### src/rtl/urv_trap_ctrl.sv
// Machine-mode trap controller: mstatus/mie/mip/mepc/mcause CSRs, interrupt request and trap entry/return.
// Updates land on the clock edge of a commit cycle; the interrupt request is combinational.
module urv_trap_ctrl #(
    parameter logic [31:0] TRAP_VECTOR = 32'h00000008
) (
    input  logic        clk_i,
    input  logic        rst_i,
    input  logic        x_stall_i,
    input  logic        x_kill_i,
    input  logic        d_is_csr_i,
    input  logic [11:0] d_csr_sel_i,
    input  logic [31:0] x_csr_write_value_i,
    input  logic        x_exception_i,
    input  logic [3:0]  x_exception_cause_i,
    input  logic [31:0] x_exception_pc_i,
    input  logic        d_is_mret_i,
    input  logic        irq_i,
    input  logic        timer_tick_i,
    input  logic        x_irq_ack_i,
    output logic        x_irq_o,
    output logic [31:0] x_trap_vector_o,
    output logic [31:0] x_mret_target_o,
    output logic [31:0] csr_mstatus_o,
    output logic [31:0] csr_mip_o,
    output logic [31:0] csr_mie_o,
    output logic [31:0] csr_mepc_o,
    output logic [31:0] csr_mcause_o
);

    localparam logic [11:0] CSR_MSTATUS = 12'h300;
    localparam logic [11:0] CSR_MIE     = 12'h304;
    localparam logic [11:0] CSR_MEPC    = 12'h341;
    localparam logic [11:0] CSR_MCAUSE  = 12'h342;
    localparam logic [11:0] CSR_MIP     = 12'h344;

    logic        mstatus_mie;
    logic        mstatus_mpie;
    logic        mip_mtip;
    logic        mip_meip;
    logic        mie_mtie;
    logic        mie_meie;
    logic [29:0] mepc;
    logic        mcause_irq;
    logic [3:0]  mcause_code;

    logic commit;
    logic pend_timer;
    logic pend_ext;
    logic take_exc;
    logic take_irq;
    logic take_mret;
    logic csr_wr;
    logic unused_pc_lsb;

    assign commit     = !x_stall_i && !x_kill_i;
    assign pend_timer = mip_mtip && mie_mtie;
    assign pend_ext   = mip_meip && mie_meie;
    assign x_irq_o    = mstatus_mie && (pend_timer || pend_ext) && !x_exception_i;

    // Strict priority: exception > interrupt ack > mret > csr write
    assign take_exc  = commit && x_exception_i;
    assign take_irq  = commit && x_irq_ack_i && x_irq_o;
    assign take_mret = commit && d_is_mret_i && !take_exc && !take_irq;
    assign csr_wr    = commit && d_is_csr_i && !take_exc && !take_irq && !d_is_mret_i;

    assign unused_pc_lsb = ^x_exception_pc_i[1:0];

    always_ff @(posedge clk_i or posedge rst_i) begin
        if (rst_i) begin
            mstatus_mie  <= 1'b0;
            mstatus_mpie <= 1'b0;
            mip_mtip     <= 1'b0;
            mip_meip     <= 1'b0;
            mie_mtie     <= 1'b0;
            mie_meie     <= 1'b0;
            mepc         <= '0;
            mcause_irq   <= 1'b0;
            mcause_code  <= '0;
        end else begin
            mip_meip <= irq_i;

            // A timer tick beats a simultaneous software clear
            if (timer_tick_i)
                mip_mtip <= 1'b1;
            else if (csr_wr && d_csr_sel_i == CSR_MIP && !x_csr_write_value_i[7])
                mip_mtip <= 1'b0;

            if (take_exc) begin
                mepc         <= x_exception_pc_i[31:2];
                mcause_irq   <= 1'b0;
                mcause_code  <= x_exception_cause_i;
                mstatus_mpie <= mstatus_mie;
                mstatus_mie  <= 1'b0;
            end else if (take_irq) begin
                mepc         <= x_exception_pc_i[31:2];
                mcause_irq   <= 1'b1;
                mcause_code  <= pend_ext ? 4'd11 : 4'd7;
                mstatus_mpie <= mstatus_mie;
                mstatus_mie  <= 1'b0;
            end else if (take_mret) begin
                mstatus_mie  <= mstatus_mpie;
                mstatus_mpie <= 1'b1;
            end else if (csr_wr) begin
                case (d_csr_sel_i)
                    CSR_MSTATUS: begin
                        mstatus_mie  <= x_csr_write_value_i[3];
                        mstatus_mpie <= x_csr_write_value_i[7];
                    end
                    CSR_MIE: begin
                        mie_mtie <= x_csr_write_value_i[7];
                        mie_meie <= x_csr_write_value_i[11];
                    end
                    CSR_MEPC:   mepc <= x_csr_write_value_i[31:2];
                    CSR_MCAUSE: begin
                        mcause_irq  <= x_csr_write_value_i[31];
                        mcause_code <= x_csr_write_value_i[3:0];
                    end
                    default: ;
                endcase
            end
        end
    end

    assign x_trap_vector_o = TRAP_VECTOR;
    assign x_mret_target_o = csr_mepc_o;
    assign csr_mstatus_o   = {24'b0, mstatus_mpie, 3'b0, mstatus_mie, 3'b0};
    assign csr_mip_o       = {20'b0, mip_meip, 3'b0, mip_mtip, 7'b0};
    assign csr_mie_o       = {20'b0, mie_meie, 3'b0, mie_mtie, 7'b0};
    assign csr_mepc_o      = {mepc, 2'b00};
    assign csr_mcause_o    = {mcause_irq, 27'b0, mcause_code};

endmodule

### config.mk
export PLATFORM = sky130hd
export DESIGN_NAME = urv_trap_ctrl
export DESIGN_NICKNAME = d
export VERILOG_FILES = /design/src/rtl/urv_trap_ctrl.sv
export SDC_FILE = /design/constraint.sdc
export NUM_CORES = 1
export LEC_CHECK = 0
export ABC_AREA = 1
export BUFFER_PORTS_ARGS = -buffer_cell sky130_fd_sc_hd__buf_2
export CAP_MARGIN = 5
export CORE_MARGIN = 10
export CORE_UTILIZATION = 25
export CTS_BUF_LIST = sky130_fd_sc_hd__clkbuf_16
export DETAILED_ROUTE_END_ITERATION = 6
export GPL_ROUTABILITY_DRIVEN = 0
export SKIP_LAST_GASP = 1
export SYNTH_ARGS = -nofsm -noshare
export SYNTH_HDL_FRONTEND = slang
export SYNTH_SLANG_ARGS = --single-unit
### constraint.sdc
create_clock -name clk_i -period 1.3 [get_ports clk_i]
set_clock_uncertainty 0.1 [all_clocks]
set_input_delay 0.13 -clock clk_i [delete_from_list [all_inputs] [get_ports clk_i]]
set_output_delay 0.13 -clock clk_i [all_outputs]
set_load 0.03 [all_outputs]
==> results of run 1 <==
==> critical path, stage by stage (launching register included) <==
cell	delay, ns
dfrtp_1	0.39
nand2_2	0.09
nand2_2	0.06
nand2_2	0.09
nor2_4	0.05
nor2_8	0.14
o21ai_4	0.11
buf_6	0.13
buf_8	0.13
nand2_1	0.06
nand2_1	0.05
==> timing repair <==
action                                  CTS  global route
setup buffers                             9             4
gates resized for setup                  24            32
endpoints found under the setup margin   41            42
cloned                                    2             0
hold buffers                              3             0
pin swaps                                 6            14
endpoints found under the hold margin    43             0
==> final timing paths <==
check	cells past startpoint	to	slack, ns	from
min reg2reg	2	mcause_code[2]	0.38	mcause_code[2]
min in group asynchronous	4	mepc[12]	0.33	rst_i
min	3	mie_meie	0.02	x_csr_write_value_i[11]
max in group asynchronous	4	mcause_code[2]	0.57	rst_i
max	10	mepc[12]	-0.22	mie_meie
max reg2reg	10	mepc[12]	-0.22	mie_meie
==> report_power, final <==
group / leakage [nW] / total, mW / switching, mW / internal (mW)
sequential: 0.512 / 1.63 / 0.152 / 1.47
clock: 0.0826 / 1.40 / 0.506 / 0.893
combinational: 2.28 / 2.47 / 1.87 / 0.597
total: 2.87 / 5.49 / 2.53 / 2.96
==> per-stage QoR <==
step / cell area [µm²] / TNS, ns
final: 4621 / -7.114
after global routing: 4621 / -10.90
after CTS: 4518 / -9.312
after detailed placement: 4129 / -9.770
after global placement: 4129 / -8.011
after floorplan: 4358 / -3.424
==> final cells by class <==
class | instances | area [µm²] | share of cell area
Timing Repair Buffer | 204 | 1282 | 0.2776
Tap cell | 184 | 230.2 | 0.04982
Inverter | 27 | 106.4 | 0.02302
Sequential cell | 41 | 1026 | 0.2220
Multi-Input combinational cell | 430 | 1813 | 0.3924
Clock inverter | 3 | 37.54 | 0.008123
Clock buffer | 5 | 125.1 | 0.02708
==> kinds of logic (layout without fill, tap and decap cells) <==
kind of cell	after synthesis	count (layout)
flip-flops	41	41
other	2	153
buffers and inverters	229	239
AO/OA/AOI/OAI	4	4
AND/OR/NAND/NOR	273	273
==> registers in the layout, indices dropped and copies added (netlist names) <==
signal        count
mepc             30
mcause_code       4
mstatus_mie       1
mie_meie          1
mip_mtip          1
mip_meip          1
mstatus_mpie      1
mie_mtie          1
mcause_irq        1
==> cell usage after synthesis, drive strengths merged <==
cell    instances  area (µm²)
nand2         220       830.8
nor2           32       153.9
nand4           1       6.260
nand3          19       100.1
nand3b          1       7.510
inv            27       101.3
conb            2       7.510
buf           202        1520
o21ai           4       35.04
dfrtp          41        1026
==> routing by layer <==
layer / track usage / wire (µm) / part of all wire / up-vias
met1: 0.1187 / 4839 / 0.38 / 1405
li1: - / - / - / 1618
met5: 0 / 0 / 0 / -
met3: 0.03648 / 1212 / 0.096 / 10
met2: 0.2048 / 6398 / 0.51 / 165
met4: 0.02877 / 153 / 0.012 / 0
==> results.json, run 1 <==
{
  "placed_cells": 870,
  "synthXorXnorAreaFrac": 0,
  "grt-ovfl-total": 0,
  "synth.cell_area_mm2": 0.003789,
  "most_frequent_standard_cell_in_the_layout_excluding_fill_and_tap_cells": "nand2_1",
  "maxClockFrequency_mhz": 656.4,
  "core_region_area_mm2": 0.01470,
  "cap_violations": 0,
  "wl_per_cell_um": 14.10,
  "final-instance-count-excl-fill": 894,
  "cts-buffers-inserted": 5,
  "antenna_left": 0,
  "outcome": "complete, but fails checks",
  "drt_iter0_drc": 113,
  "synth_area_per_cell_um2": 6.901,
  "synth_cell_type_count": 20,
  "setup.worst_path.class": "flop to flop",
  "synthesized_area_fraction_occupied_by_and_or_nand_nor_cells": 0.2900,
  "critical_path_required_ns": 1.37,
  "cts.clk_slew.worst_paths_ns": 0.06,
  "worst_hold_path_type": "input port to flop",
  "period_needed_ns": 1.523,
  "synth_top_family_by_area": "buffers and inverters",
  "overall_via_count_from_detail_route": 3198,
  "largest_net_degree_at_the_start_of_global_routing": 42,
  "total_power_mw": 5.492,
  "worst_skew_pair.late_latency_ns": 0.28,
  "grt_setup_unrepaired": "true",
  "setup_viol": 42,
  "final-hold-violation-count": 0,
  "drt_first_pass_iters": 4,
  "die_x_um": 143.1,
  "num_rows": 44,
  "final_layout_fill_cell_count": 1642,
  "critical_path_arrival_ns": 1.60,
  "drt_wl_total_um": 12600,
  "timing.final.ws_setup_ns": -0.2235,
  "postSynthRegisterBits": 41,
  "synth_area_in_compound_gates": 0.009247,
  "groute.usage.overall": 0.1111,
  "synthMuxAreaShare": 0,
  "clock_tree_from_tritoncts": "done",
  "hpwlAfterDp_um": 10290,
  "timing_max_transition_violations_final": 0,
  "cp-start-kind": "flop",
  "chipHeight_um": 143.1,
  "drive_above_1_share": 0.3507,
  "io_pins": 315,
  "postLayoutCoreUtil": 0.3144,
  "cts_sinks": 41,
  "failed_checks": "negative setup slack",
  "synthesis.yosys.warnings": 0,
  "placement.io_buffers": 159,
  "critical_path_peak_fanout": 10,
  "worstSetupEndpointType": "flop",
  "synth_seq_area_share": 0.2708,
  "avg_vias_per_cell": 3.577,
  "floorplan.initialDensity": 0.2577,
  "power.ir.vdd_worst_mv": 0.5017,
  "worst_case_clock_buffer_depth": 2,
  "placement.setup.worst_slack_ns": -0.3120,
  "die_area_mm2": 0.02048,
  "power.density_cell_area_mw_per_mm2": 1189,
  "grt_antenna_before_repair": 2,
  "ctsRootBufferMaster": "clkbuf_16",
  "leakage_nw": 2.875,
  "antennaDiodeCount": 0,
  "clock_tree.htree_level_count": 2,
  "remaining_drc_errors": 0,
  "finalHoldWorstSlack_ns": 0.02203,
  "most_frequent_cells_in_the_layout": "nand2_1, buf_2, conb_1",
  "timing.final.crit_share": 1.172,
  "grt_pass1_wl_um": 17960,
  "design.final.nets": 799,
  "number_of_global_route_vias_before_repair": 3429,
  "area_growth_pct": 21.96,
  "cell_count_after_synthesis": 549,
  "synth_fa_ha_area_frac": 0
}
Power figures use the tool's default switching activity.
==> run 2: changes to the inputs <==
--- a/config.mk
+++ b/config.mk
@@ -9,10 +9,11 @@
 export BUFFER_PORTS_ARGS = -buffer_cell sky130_fd_sc_hd__buf_2
 export CAP_MARGIN = 5
 export CORE_MARGIN = 10
-export CORE_UTILIZATION = 25
+export CORE_UTILIZATION = 36
 export CTS_BUF_LIST = sky130_fd_sc_hd__clkbuf_16
 export DETAILED_ROUTE_END_ITERATION = 6
 export GPL_ROUTABILITY_DRIVEN = 0
+export PLACE_DENSITY = 0.79
 export SKIP_LAST_GASP = 1
 export SYNTH_ARGS = -nofsm -noshare
 export SYNTH_HDL_FRONTEND = slang
==> run 2 against run 1 <==
Net effect: the run still ends with negative setup slack left; register-to-register slack got worse by 0.05 ns; hold slack improved by 0.017 ns; wire length fell by 4.2%; power fell by 4.6%; largest power group unchanged; highest routed layer unchanged.
==> results.json, run 2 (synthesized netlist as in run 1, its figures left out) <==
{
  "timing.final.ws_setup_ns": -0.2793,
  "drive_above_1_share": 0.3460,
  "period_needed_ns": 1.579,
  "grt-ovfl-total": 0,
  "total_power_mw": 5.240,
  "reg2reg_path_depth": 10,
  "avg_vias_per_cell": 3.807,
  "worstReg2RegEnd": "mepc[23]",
  "power.net_switching_mw": 2.497,
  "wl_per_cell_um": 14.30,
  "crit_path_frequent_cell": "buf_4",
  "cp-start-kind": "flop",
  "crit-reg2reg-launch": "mstatus_mie",
  "die_x_um": 122.6,
  "core_region_area_mm2": 0.01028,
  "die_area_mm2": 0.01503,
  "reg2reg_setup_slack_ns": -0.27,
  "worstSetupEndpointType": "output pin",
  "clock_tree.htree_level_count": 2,
  "final-hold-violation-count": 0,
  "placement.io_buffers": 159,
  "critPathSlowestCell": "dfrtp_1",
  "most_frequent_cells_in_the_layout": "nand2_1, buf_2, conb_1",
  "number_of_global_route_vias_before_repair": 3440,
  "most_frequent_standard_cell_in_the_layout_excluding_fill_and_tap_cells": "nand2_1",
  "power.density_cell_area_mw_per_mm2": 1169,
  "power.sequential.fraction": 0.310,
  "use_met3": 0.04867,
  "hold_end": "mepc[21]",
  "worst_case_clock_buffer_depth": 2,
  "registers.top_by_ff_count": "mepc",
  "groute.usage.overall": 0.1482,
  "failed_checks": "negative setup slack",
  "power.switching_fraction": 0.4766,
  "design.final.nets": 798,
  "timing_max_transition_violations_final": 0,
  "leakage_nw": 2.845,
  "power.ir.vdd_worst_mv": 0.5434,
  "num_rows": 37,
  "power.internal_mw": 2.742,
  "setup.worst_path.class": "flop to output pin",
  "cap_violations": 0,
  "clock_tree_from_tritoncts": "done",
  "slowest_delay_ns": 0.34,
  "outcome": "complete, but fails checks",
  "holdCritStartpoint": "x_csr_write_value_i[23]",
  "remaining_drc_errors": 0,
  "grt_use_met2": 0.2739,
  "reg.largest.list": "mepc: 30 flops, mcause_code: 4 flops",
  "chipHeight_um": 122.6,
  "critical_path_arrival_ns": 1.35,
  "comb_pwr_share": 0.464,
  "drt_iter0_drc": 139,
  "critical_path_peak_fanout": 2,
  "largest_net_degree_at_the_start_of_global_routing": 42,
  "largest_reg_flops": 30,
  "antennaDiodeCount": 0,
  "overall_via_count_from_detail_route": 3213,
  "cts.clk_slew.worst_paths_ns": 0.06,
  "area_growth_pct": 18.33,
  "global_route.peak_usage_layer": "met2",
  "io_pins": 315,
  "drt_wl_total_um": 12070,
  "cts-buffers-inserted": 5,
  "power_frac_clock": 0.225,
  "ctsRootBufferMaster": "clkbuf_16",
  "timing.hold.worst_path_depth": 5,
  "grt_util_met1": 0.1579,
  "setup_viol": 42,
  "grt_pass1_wl_um": 17930,
  "floorplan.initialDensity": 0.3686,
  "cts_sinks": 41,
  "cells_along_the_critical_path": "inv_1 -> nor2_2 -> nand2_2 -> buf_4 -> buf_4 -> inv_2 -> buf_6",
  "grt_antenna_before_repair": 0,
  "hpwlAfterDp_um": 9750,
  "maxClockFrequency_mhz": 633.2,
  "worst_skew_pair.late_latency_ns": 0.28,
  "final_layout_fill_cell_count": 1063,
  "finalHoldWorstSlack_ns": 0.03938,
  "worst_hold_path_type": "input port to flop",
  "drt_first_pass_iters": 5,
  "timing.final.crit_share": 1.215,
  "antenna_left": 0,
  "grt_setup_unrepaired": "true",
  "critical_path_required_ns": 1.07
}
## run 2: cell count changes in the layout (fill, tap and decap cells not counted), sizes merged
cell | previous run | this run
clkinvlp | 0 | 1
dlygate4sd3 | 3 | 4
inv | 28 | 27
buf | 201 | 199
bufinv | 1 | 0
## run 2: area by class of cell
type,count,area (µm²),share of cell area
multi-input cells,430,1808,0.4033
well taps,136,170.2,0.03796
flip-flops and latches,41,1026,0.2289
inverters,27,106.4,0.02372
clock inverters,2,11.26,0.002512
clock buffers,5,125.1,0.02791
repair buffers,203,1236,0.2757
## run 2: routing by layer
| layer | share of wire | wire [µm] |
|---|---|---|
| met1 | 0.37 | 4478 |
| met2 | 0.52 | 6281 |
| met3 | 0.096 | 1153 |
| met4 | 0.013 | 159 |
| met5 | 0 | 0 |
## run 2: metrics by stage
stage	worst slack [ns]	std cells	area, µm²	util	TNS [ns]
after CTS	-0.2686	841	4447	0.4327	-9.879
after floorplan	-0.1027	700	4358	-	-3.424
after detailed placement	-0.3725	823	4089	0.3979	-10.16
after global placement	-0.3532	823	4089	0.3979	-9.043
after global routing	-0.3586	844	4483	0.4362	-13.08
final	-0.2793	844	4483	0.4362	-9.707
## run 2: power groups by stage
stage                     Combinational [mW]  Clock [mW]  Sequential [mW]
final                                   2.43        1.18             1.63
after CTS                               2.42        1.23             1.63
after floorplan                         1.90           0             1.99
after global placement                  2.34           0             1.64
after detailed placement                2.36           0             1.65
after global routing                    2.61        1.30             1.66
## run 2: repair_timing
| item | 4_1_cts | 5_1_grt |
|---|---|---|
| setup endpoints to repair | 41 | 41 |
| cloned | 2 | 0 |
| buffers inserted | 6 | 4 |
| resized for setup | 28 | 12 |
| pin swaps | 9 | 12 |
| hold endpoints to repair | 44 | 0 |
| hold buffers | 4 | 0 |
## run 2: how the worst max path moves through the flow
stage / start / end / slack, ns
after floorplan: mstatus_mie / mepc[0] / -0.10
after global placement: mie_meie / mcause_code[2] / -0.35
after detailed placement: mie_meie / mcause_code[1] / -0.37
after CTS: mie_meie / mcause_code[2] / -0.27
after global routing: mie_meie / mepc[16] / -0.36
final: mstatus_mie / x_irq_o / -0.28
## run 2: worst max-delay path: cells and delay by family (launching register included)
kind / cells / cell delay, ns
buffers and inverters: 5 / 0.49
and+or+nand+nor: 2 / 0.24
DFF: 1 / 0.34
==> run 3: changes to the inputs <==
--- a/config.mk
+++ b/config.mk
@@ -14,6 +14,7 @@
 export DETAILED_ROUTE_END_ITERATION = 6
 export GPL_ROUTABILITY_DRIVEN = 0
 export PLACE_DENSITY = 0.79
+export SETUP_SLACK_MARGIN = 0.02
 export SKIP_LAST_GASP = 1
 export SYNTH_ARGS = -nofsm -noshare
 export SYNTH_HDL_FRONTEND = slang
==> run 3 against run 2 <==
Net effect: the flow still finishes with violations (negative setup slack); non-clock buffer count increased by 5; power fell by 0.55%; cell area is 0.14% higher; clock power down 3%.
==> results.json, run 3 (synthesized netlist as in run 1, its figures left out) <==
{
  "die_x_um": 122.6,
  "floorplan.initialDensity": 0.3686,
  "critPathSlowestCell": "dfrtp_1",
  "chipHeight_um": 122.6,
  "cap_violations": 0,
  "drt_first_pass_iters": 4,
  "crit-reg2reg-launch": "mie_meie",
  "hpwlAfterDp_um": 9670,
  "largest_net_degree_at_the_start_of_global_routing": 31,
  "period_needed_ns": 1.539,
  "ctsRootBufferMaster": "clkbuf_16",
  "overall_via_count_from_detail_route": 3257,
  "cts_sinks": 41,
  "finalHoldWorstSlack_ns": 0.01542,
  "worst_skew_pair.late_latency_ns": 0.28,
  "registers.top_by_ff_count": "mepc",
  "reg2reg_path_depth": 10,
  "cp-start-kind": "flop",
  "design.final.nets": 803,
  "timing.final.crit_share": 1.184,
  "cts-buffers-inserted": 5,
  "worst_hold_path_type": "input port to flop",
  "avg_vias_per_cell": 3.841,
  "power.ir.vdd_worst_mv": 0.5743,
  "cts.clk_slew.worst_paths_ns": 0.06,
  "timing_max_transition_violations_final": 0,
  "drive_above_1_share": 0.3581,
  "timing.final.ws_setup_ns": -0.2387,
  "io_pins": 315,
  "grt_antenna_before_repair": 0,
  "final-instance-count-excl-fill": 848,
  "antennaDiodeCount": 0,
  "antenna_left": 0,
  "slowest_delay_ns": 0.39,
  "most_frequent_cells_in_the_layout": "nand2_1, buf_2, conb_1",
  "final-hold-violation-count": 0,
  "core_region_area_mm2": 0.01028,
  "reg.largest.list": "mepc: 30 flops, mcause_code: 4 flops",
  "grt_setup_unrepaired": "true",
  "placement.io_buffers": 159,
  "outcome": "complete, but fails checks",
  "failed_checks": "negative setup slack",
  "holdCritStartpoint": "x_csr_write_value_i[11]",
  "timing.hold.worst_path_depth": 3,
  "drt_iter0_drc": 111,
  "leakage_nw": 2.863,
  "drt_wl_total_um": 11740,
  "critical_path_required_ns": 1.42,
  "worstSetupEndpointType": "flop",
  "remaining_drc_errors": 0,
  "crit_path_frequent_cell": "nand2_2",
  "grt_pass1_wl_um": 16770,
  "grt-ovfl-total": 0,
  "setup.worst_path.class": "flop to flop",
  "power.density_cell_area_mw_per_mm2": 1161,
  "area_growth_pct": 18.49,
  "critical_path_arrival_ns": 1.66,
  "most_frequent_standard_cell_in_the_layout_excluding_fill_and_tap_cells": "nand2_1",
  "post_route_setup_tns_ns": -8.688,
  "clock_tree_from_tritoncts": "done",
  "number_of_global_route_vias_before_repair": 3375,
  "critical_path_peak_fanout": 8,
  "total_power_mw": 5.211,
  "groute.usage.overall": 0.1373,
  "startpoint": "mie_meie",
  "die_area_mm2": 0.01503,
  "placed_cells": 829,
  "maxClockFrequency_mhz": 649.9,
  "worst_case_clock_buffer_depth": 2,
  "clock_tree.htree_level_count": 2,
  "largest_reg_flops": 30,
  "wl_per_cell_um": 13.84,
  "cells_along_the_critical_path": "nand2_2 -> nand2_2 -> nand2_2 -> nor2_4 -> nor2_8 -> o21ai_4 -> inv_4 -> clkbuf_16 -> nand2_2 -> nand2_1",
  "setup_viol": 41,
  "num_rows": 37
}
run 3: cell types whose count changed in the layout (fill, tap and decap cells not counted), moves of 2 or more:
cell,delta
buf_12,-2
buf_4,+8
nand2_1,-4
nand2_2,+3
nand3_1,+2
o21ai_0,+2
o21ai_1,-2
run 3: per-stage QoR:
stage	setup WS, ns	utilization	cell area (µm²)
detailed placement	-0.3673	0.3986	4096
finish	-0.2387	0.4368	4489
CTS	-0.2615	0.4239	4357
global route	-0.3524	0.4368	4489
global placement	-0.4188	0.3986	4096
floorplan	-0.1027	-	4358
run 3: area by class of cell:
class                      instances  area [µm²]
fill                            1078        5788
multi-input combinational        430        1813
timing repair buffer             208        1244
sequential                        41        1026
tap                              136       170.2
clock buffer                       5       125.1
inverter                          27       106.4
clock inverter                     1       5.005
run 3: repair_timing:
action	4_1_cts	5_1_grt
resized for setup	15	28
pin swaps	6	12
hold buffers	3	0
endpoints found under the hold margin	43	0
setup buffers	6	2
endpoints found under the setup margin	41	41
gates cloned	0	2
run 3: report_power, final:
group / switching [mW] / total (mW) / internal (mW) / leakage [nW]
Clock: 0.457 / 1.14 / 0.685 / 0.0655
Combinational: 1.85 / 2.42 / 0.573 / 2.28
Sequential: 0.173 / 1.65 / 1.48 / 0.512
run 3: worst paths after layout:
| check | end | slack [ns] |
|---|---|---|
| min | mie_meie | 0.02 |
| max in group asynchronous | mcause_code[0] | 0.51 |
| max reg2reg | mepc[17] | -0.24 |
| min in group asynchronous | mepc[1] | 0.33 |
| min reg2reg | mcause_irq | 0.37 |
| max | mepc[17] | -0.24 |
run 3: worst max-delay path, delay by kind of cell, from the launching register on:
kind	cells	cell delay [ns]
AOI/OAI and AO/OA	1	0.11
buffers and inverters	2	0.29
DFF	1	0.39
and+or+nand+nor	7	0.57
run 3: per-layer routing:
layer	vias to the layer above	part of all wire	global-route usage
li1	1625	-	-
met1	1464	0.38	0.1422
met2	162	0.52	0.2608
met3	6	0.097	0.04637
met4	0	0.0091	0.03019
met5	-	0	0
